[src/rtl/bin2bcd_seq.sv]
// Sequential binary to 8421-BCD converter (shift-add-3), one input bit per clock.
// The last completed result stays on bcd/ovf so a display can read it at any time.
module bin2bcd_seq #(
   parameter int WIDTH  = 8,
   parameter int DIGITS = 4
) (
   input  logic                  clk,
   input  logic                  reset,
   input  logic                  in_valid,
   output logic                  in_ready,
   input  logic [WIDTH-1:0]      bin,
   output logic                  out_valid,
   input  logic                  out_ready,
   output logic [4*DIGITS-1:0]   bcd,
   output logic                  ovf,
   output logic                  busy,
   output logic [1:0]            state_dbg
);

   localparam int BW = 4 * DIGITS;
   localparam int CW = $clog2(WIDTH + 1);

   typedef enum logic [1:0] {
      S_IDLE  = 2'd0,
      S_SHIFT = 2'd1,
      S_DONE  = 2'd2
   } state_t;

   state_t          state_q, state_d;
   logic [WIDTH-1:0] bin_sr_q, bin_sr_d;
   logic [BW-1:0]    work_q, work_d;
   logic             ovf_acc_q, ovf_acc_d;
   logic [CW-1:0]    cnt_q, cnt_d;
   logic [BW-1:0]    bcd_q, bcd_d;
   logic             ovf_q, ovf_d;

   logic [BW-1:0]    adj;
   logic [BW-1:0]    work_shift;
   logic             ovf_shift;
   logic             accept;

   // Handshake: a transfer happens on a rising edge where valid and ready are
   // both high. in_ready depends only on state and out_ready, never on
   // in_valid; out_valid stays high and bcd/ovf stay stable until out_ready.
   assign in_ready  = (state_q == S_IDLE) || ((state_q == S_DONE) && out_ready);
   assign accept    = in_valid && in_ready;
   assign out_valid = (state_q == S_DONE);
   assign busy      = (state_q == S_SHIFT);
   assign bcd       = bcd_q;
   assign ovf       = ovf_q;
   assign state_dbg = state_q;

   always_comb begin
      adj = work_q;
      for (int k = 0; k < DIGITS; k++) begin
         if (work_q[4*k +: 4] >= 4'd5) begin
            adj[4*k +: 4] = work_q[4*k +: 4] + 4'd3;
         end
      end
   end

   // The bit leaving the top digit is worth 10^DIGITS, so it only flags overflow.
   assign work_shift = {adj[BW-2:0], bin_sr_q[WIDTH-1]};
   assign ovf_shift  = ovf_acc_q | adj[BW-1];

   always_comb begin
      state_d   = state_q;
      bin_sr_d  = bin_sr_q;
      work_d    = work_q;
      ovf_acc_d = ovf_acc_q;
      cnt_d     = cnt_q;
      bcd_d     = bcd_q;
      ovf_d     = ovf_q;

      case (state_q)
         S_IDLE: begin
            state_d = S_IDLE;
         end
         S_SHIFT: begin
            work_d    = work_shift;
            bin_sr_d  = bin_sr_q << 1;
            ovf_acc_d = ovf_shift;
            cnt_d     = cnt_q - CW'(1);
            if (cnt_q == CW'(1)) begin
               state_d = S_DONE;
               bcd_d   = work_shift;
               ovf_d   = ovf_shift;
            end
         end
         S_DONE: begin
            if (out_ready && !in_valid) begin
               state_d = S_IDLE;
            end
         end
         default: begin
            state_d = S_IDLE;
         end
      endcase

      // accept is only possible in IDLE or DONE, never while shifting.
      if (accept) begin
         state_d   = S_SHIFT;
         bin_sr_d  = bin;
         work_d    = '0;
         ovf_acc_d = 1'b0;
         cnt_d     = CW'(WIDTH);
      end
   end

   always_ff @(posedge clk or posedge reset) begin
      if (reset) begin
         state_q   <= S_IDLE;
         bin_sr_q  <= '0;
         work_q    <= '0;
         ovf_acc_q <= 1'b0;
         cnt_q     <= '0;
         bcd_q     <= '0;
         ovf_q     <= 1'b0;
      end else begin
         state_q   <= state_d;
         bin_sr_q  <= bin_sr_d;
         work_q    <= work_d;
         ovf_acc_q <= ovf_acc_d;
         cnt_q     <= cnt_d;
         bcd_q     <= bcd_d;
         ovf_q     <= ovf_d;
      end
   end

endmodule

[config.mk]
export PLATFORM = sky130hd
export DESIGN_NAME = bin2bcd_seq
export DESIGN_NICKNAME = d
export VERILOG_FILES = /design/src/rtl/bin2bcd_seq.sv
export SDC_FILE = /design/constraint.sdc
export NUM_CORES = 1
export LEC_CHECK = 0
export BUFFER_PORTS_ARGS = -buffer_cell sky130_fd_sc_hd__buf_4
export CORE_AREA = 3 3 79 81
export DETAILED_ROUTE_END_ITERATION = 6
export DIE_AREA = 0 0 82 84
export PLACE_DENSITY = 0.59
export SLEW_MARGIN = 20
export SYNTH_ARGS = -nofsm -noshare
export SYNTH_HDL_FRONTEND = slang
export SYNTH_SLANG_ARGS = --single-unit
[constraint.sdc]
create_clock -name clk -period 1.6 [get_ports clk]
set_input_delay 0.08 -clock clk [delete_from_list [all_inputs] [get_ports clk]]
set_output_delay 0.08 -clock clk [all_outputs]
set_load 0.005 [all_outputs]
==> results.sh, run 1 <==
export IMPL_synth_top_area_frac=0.520
export IMPL_place_gp_congestion=0.783
export IMPL_clock_skew_ns=0.00544
export IMPL_gr_total_overflow=0
export IMPL_finalWorstSetupSlack_ns=0.0648
export IMPL_io_pins=34
export IMPL_multi_input_area_um2=1000
export IMPL_cts_max_path_buffers=2
export IMPL_crit_fanout=3
export IMPL_fmax_mhz=651
export IMPL_cp_arrival_ns=1.78
export IMPL_root_buffer="clkbuf_8"
export IMPL_yosys_warnings=0
export IMPL_synth_cells=215
export IMPL_die_w_um=82
export IMPL_cts_sinks=48
export IMPL_wl_per_cell_um=13.4
export IMPL_hold_viol=0
export IMPL_path_clk_slew_ns=0.09
export IMPL_grt_antenna_before_repair=0
export IMPL_die_area_um2=6890
export IMPL_switchingPower_mw=2.12
export IMPL_ir_drop_v=0.000717
export IMPL_drt_first_iter_violations=74
export IMPL_pwr_share_seq=0.381
export IMPL_ant_nets=0
export IMPL_crit_type="reg -> reg"
export IMPL_die_y_um=84
export IMPL_synth_seq_cells=48
export IMPL_core_area_um2=5540
export IMPL_clk_insertion_delay_late_ns=0.30
export IMPL_drive_above_1_share=0.295
export IMPL_fin_cells=343
export IMPL_grt_max_degree=31
export IMPL_switching_share=0.372
export IMPL_power_frac_comb=0.483
export IMPL_grt_pass1_vias=1708
export IMPL_grt_total_usage=0.145
export IMPL_cap_violations=0
export IMPL_worstSetupStartpointType="register"
export IMPL_p_clk_frac=0.136
export IMPL_synth_seq_area_share=0.520
export IMPL_dp_cells=329
export IMPL_final_common_cell="buf_4"
export IMPL_critPathMaxStageDelay_ns=0.39
export IMPL_grt_pass1_wl_um=7890
export IMPL_syn_cell_area_um2=2310
export IMPL_drc=0
export IMPL_yosysTopAreaCell="dfrtp_1"
export IMPL_area_growth_pct=26.9
export IMPL_nNetsFinal=293
export IMPL_synth_edf_count=0
export IMPL_path_buf_inv=1
export IMPL_num_fill_cells=534
export IMPL_synth_area_leaders="dfrtp_1 52%, ha_1 5.4%, o21ai_0 4.8%"
export IMPL_power_leakage_nw=1.44
export IMPL_synth_ff_type="dfrtp_1"
export IMPL_antennaDiodeCount=0
export IMPL_drt_total_wl_um=4590
export IMPL_path_cells="inv_1 -> ha_1 -> nand2b_1 -> a21oi_2 -> mux2i_2 -> mux2_4"
export IMPL_ys_async_sr_fraction=1.00
export IMPL_tightest_slew_ns=0.430
export IMPL_placementRows=27
export IMPL_hp_class="in -> reg"
export IMPL_p_per_area_nw_per_um2=1950
export IMPL_cp_slowest_cell="dfrtp_1"
export IMPL_finalSetupViolations=0
export IMPL_total_power_mw=5.72
export IMPL_first_pass_iters=6
export IMPL_utilization=0.529
export IMPL_register_area_um2=1200
export IMPL_period_share=0.960
export IMPL_cts_made_buffers=5
export IMPL_start_util=0.417
export IMPL_cpLargestDelayFamily="multiplexers"
export IMPL_cts_max_level=2
export IMPL_dp_slack_ns=0.0431
export IMPL_report_final_slew_viol_count=0
export IMPL_status="complete, no violations"
export IMPL_portBuffers=33
export IMPL_cp_end_kind="register"
export IMPL_slew_headroom=0.713
export IMPL_num_vias=1736
export IMPL_power_internal_mw=3.59
export IMPL_post_route_min_period_ns=1.54
export IMPL_synth_cell_types=36
export IMPL_postSynthAreaPerCell_um2=10.7
export IMPL_worstPathRequired_ns=1.84
export IMPL_synth_nets=237
export IMPL_hpwl_um=3230
export IMPL_tritoncts="built"
export IMPL_vias_per_cell=5.06
export IMPL_mostFrequentLayoutCells="49 x buf_4, 47 x dfrtp_1, 24 x nand2_1, 22 x o21ai_0, 17 x inv_1"
==> cell type report <==
type | instances | area share
Sequential cell | 48 | 0.410
Inverter | 20 | 0.0273
Timing Repair Buffer | 56 | 0.157
Multi-Input combinational cell | 140 | 0.343
Tap cell | 72 | 0.0307
Clock buffer | 7 | 0.0328
==> sequential cells by signal, summed over array words and instances (netlist names) <==
name,flops
bcd,16
bin_sr_q,8
cnt_q,4
ovf,1
ovf_acc_q,1
state_dbg,2
work_q,16
==> worst paths after layout <==
kind                            startpoint           to  slack [ns]  cells after the start
worst max register to register   work_q[5]       bcd[6]        0.06                      6
max in group asynchronous            reset     cnt_q[0]        0.76                      4
min in group asynchronous            reset  bin_sr_q[1]        0.34                      3
worst min register to register      bcd[3]       bcd[3]        0.48                      2
worst min-delay path                bin[7]  bin_sr_q[7]        0.01                      3
worst max-delay path             work_q[5]       bcd[6]        0.06                      6
==> per-stage QoR <==
stage	cell area (um2)	setup TNS (ns)	hold WS, ns
finish	2930	0	0.0129
global route	2930	-0.00973	0.00949
CTS	2880	0	0.00179
detailed placement	2750	0	0.126
global placement	2750	0	0.119
floorplan	2310	0	0.197
==> power groups by stage <==
stage / logic [mW] / clock network, mW / registers [mW]
6_report: 2.76 / 0.778 / 2.18
5_1_grt: 3.14 / 0.851 / 2.26
4_1_cts: 2.68 / 0.811 / 2.16
3_5_place_dp: 2.66 / 0 / 2.18
3_3_place_gp: 2.62 / 0 / 2.17
2_1_floorplan: 1.73 / 0 / 2.12
==> Yosys cell counts (2+ instances only) <==
cell type and number:
nor2_1 3, nand2_1 24, a21oi_1 16, nor3b_1 7, a222oi_1 6, buf_2 3, mux2_2 6, dfrtp_1 48
nor3_1 3, nand3_1 3, o21ai_0 22, buf_6 2, nand2b_1 5, inv_1 19, ha_1 10, buf_4 2
mux2i_1 5, a22o_1 9, xnor2_1 5
==> worst min-delay path: cells and delay by family <==
kind                   cells  cell delay [ns]
buffers and inverters      2             0.13
AOI/OAI and AO/OA          1             0.07
==> logic make-up after synthesis <==
family | count (synthesis) | share of synthesized area
AND/OR/NAND/NOR | 51 | 0.121
flip-flops | 48 | 0.520
AO/OA/AOI/OAI | 60 | 0.167
adder cells (fa/ha/maj) | 10 | 0.0541
XOR/XNOR | 6 | 0.0227
multiplexers | 12 | 0.0574
buffers and inverters | 28 | 0.0579
==> routing by layer <==
layer  track usage  wire [um]  vias up  part of all wire
met4        0.0363         22        0            0.0048
met1         0.210       2200      826              0.48
li1              -          -      865                 -
met2         0.213       2150       43              0.47
met5             0          0        -                 0
met3        0.0389        219        2             0.048
==> repair_timing <==
item,4_1_cts,5_1_grt
endpoints found under the hold margin,21,0
hold buffers,4,0
setup endpoints to repair,0,15
buffers inserted,0,2
gates resized for setup,0,10
No activity file was read; power rests on OpenSTA's default activity.
==> run 2, diff against run 1 <==
--- a/config.mk
+++ b/config.mk
@@ -5,11 +5,14 @@
 export SDC_FILE = /design/constraint.sdc
 export NUM_CORES = 1
 export LEC_CHECK = 0
+export ABC_CLOCK_PERIOD_IN_PS = 1600
 export BUFFER_PORTS_ARGS = -buffer_cell sky130_fd_sc_hd__buf_4
 export CORE_AREA = 3 3 79 81
+export CTS_CLUSTER_DIAMETER = 50
 export DETAILED_ROUTE_END_ITERATION = 6
 export DIE_AREA = 0 0 82 84
 export PLACE_DENSITY = 0.59
+export RECOVER_POWER = 100
 export SLEW_MARGIN = 20
 export SYNTH_ARGS = -nofsm -noshare
 export SYNTH_HDL_FRONTEND = slang
==> results.sh, run 2 (synthesized netlist as in run 1, its figures left out) <==
export IMPL_cp_end_kind="register"
export IMPL_p_per_area_nw_per_um2=1950
export IMPL_wl_per_cell_um=13.4
export IMPL_cts_sinks=48
export IMPL_post_route_min_period_ns=1.53
export IMPL_tightest_slew_ns=0.776
export IMPL_detailed_place_area_um2=2750
export IMPL_place_gp_congestion=0.783
export IMPL_hold_viol=0
export IMPL_rr_startpoint="work_q[5]"
export IMPL_final_common_cell="dfrtp_1"
export IMPL_drt_total_wl_um=4590
export IMPL_gr_usage_met3=0.0389
export IMPL_status="complete, no violations"
export IMPL_cp_arrival_ns=1.78
export IMPL_stdcell_area_um2=2900
export IMPL_fmax_mhz=653
export IMPL_root_buffer="clkbuf_8"
export IMPL_start_util=0.417
export IMPL_hold_start="bin[7]"
export IMPL_io_pins=34
export IMPL_placementRows=27
export IMPL_met2_usage=0.213
export IMPL_hpwl_um=3230
export IMPL_drc=0
export IMPL_p_clk_frac=0.138
export IMPL_total_power_mw=5.65
export IMPL_setup_tns_ns=0
export IMPL_die_y_um=84
export IMPL_power_internal_mw=3.53
export IMPL_period_share=0.958
export IMPL_grt_pass1_wl_um=7890
export IMPL_critPathLaunch="work_q[5]"
export IMPL_tritoncts="built"
export IMPL_drive_above_1_share=0.269
export IMPL_cts_made_buffers=5
export IMPL_first_pass_iters=4
export IMPL_cts_max_level=2
export IMPL_reg2reg_setup_slack_ns=0.07
export IMPL_antennaDiodeCount=0
export IMPL_report_final_slew_viol_count=0
export IMPL_power_leakage_nw=1.41
export IMPL_ant_nets=0
export IMPL_die_area_um2=6890
export IMPL_worstSetupStartpointType="register"
export IMPL_pwr_share_seq=0.385
export IMPL_grt_total_usage=0.145
export IMPL_worstPathRequired_ns=1.84
export IMPL_crit_type="reg -> reg"
export IMPL_finalSetupViolations=0
export IMPL_clock_skew_ns=0.00662
export IMPL_num_vias=1738
export IMPL_num_fill_cells=544
export IMPL_cts_max_path_buffers=2
export IMPL_gr_total_overflow=0
export IMPL_clk_insertion_delay_late_ns=0.30
export IMPL_cap_violations=0
export IMPL_hp_class="in -> reg"
export IMPL_globalRoute_busiestLayer="met2"
export IMPL_mostFrequentLayoutCells="47 x dfrtp_1, 24 x nand2_1, 23 x o21ai_0, 23 x buf_4, 19 x clkbuf_4"
export IMPL_grt_max_degree=31
export IMPL_switchingPower_mw=2.12
export IMPL_met1_usage=0.210
export IMPL_ir_drop_v=0.000715
export IMPL_grt_antenna_before_repair=0
export IMPL_die_w_um=82
export IMPL_vias_per_cell=5.07
export IMPL_switching_share=0.375
export IMPL_grt_pass1_vias=1708
export IMPL_path_clk_slew_ns=0.09
export IMPL_area_growth_pct=25.6
export IMPL_slew_headroom=0.482
export IMPL_drt_first_iter_violations=72
export IMPL_portBuffers=33
export IMPL_power_frac_comb=0.477
export IMPL_nNetsFinal=293
export IMPL_core_area_um2=5540
export IMPL_crit_fanout=3
==> run 2: routing by layer <==
| metal | wire length, um | share of wire | vias up |
|---|---|---|---|
| met4 | 23 | 0.0050 | 0 |
| li1 | - | - | 865 |
| met5 | 0 | 0 | - |
| met1 | 2240 | 0.49 | 832 |
| met3 | 192 | 0.042 | 2 |
| met2 | 2140 | 0.47 | 39 |
==> run 2: final cells by class <==
cell class / instances / area, um2 / share of cell area
clock buffers: 7 / 96.3 / 0.0332
inverters: 20 / 80.1 / 0.0276
multi-input cells: 140 / 998 / 0.344
flip-flops and latches: 48 / 1200 / 0.414
well taps: 72 / 90.1 / 0.0310
repair buffers: 56 / 435 / 0.150
==> run 2: path summary, 6_finish.rpt <==
check	endpoint	cells past startpoint
setup / recovery	bcd[6]	6
hold / removal	bin_sr_q[7]	3
setup reg to reg	bcd[6]	6
hold reg to reg	bcd[7]	2
max in group asynchronous	cnt_q[0]	4
min in group asynchronous	bin_sr_q[1]	3
==> run 2: worst max-delay path, stage by stage (launching register included) <==
cell and delay [ns]:
dfrtp_1 0.39, inv_1 0.09, ha_1 0.17, nand2b_1 0.17, a21oi_2 0.21, mux2i_2 0.27, mux2_4 0.18
==> run 2: through the flow <==
stage,utilization,setup WS (ns),hold WS [ns],instances
2_1_floorplan,-,0.117,0.197,215
3_3_place_gp,0.495,0.0839,0.119,329
3_5_place_dp,0.495,0.0431,0.126,329
4_1_cts,0.520,0.0231,0.00179,340
5_1_grt,0.524,-0.00973,0.00949,343
6_report,0.524,0.0676,0.0128,343
==> run 2: what timing repair did <==
action,CTS,global route
gates resized for setup,0,10
endpoints found under the hold margin,21,0
setup endpoints to repair,0,15
setup buffers,0,2
hold buffers,4,0
==> run 2: power by group through the flow <==
stage / Sequential (mW) / Combinational (mW) / Clock, mW
after global routing: 2.26 / 3.07 / 0.851
after floorplan: 2.12 / 1.73 / 0
after detailed placement: 2.18 / 2.66 / 0
after global placement: 2.17 / 2.62 / 0
after CTS: 2.16 / 2.68 / 0.811
final: 2.17 / 2.70 / 0.779
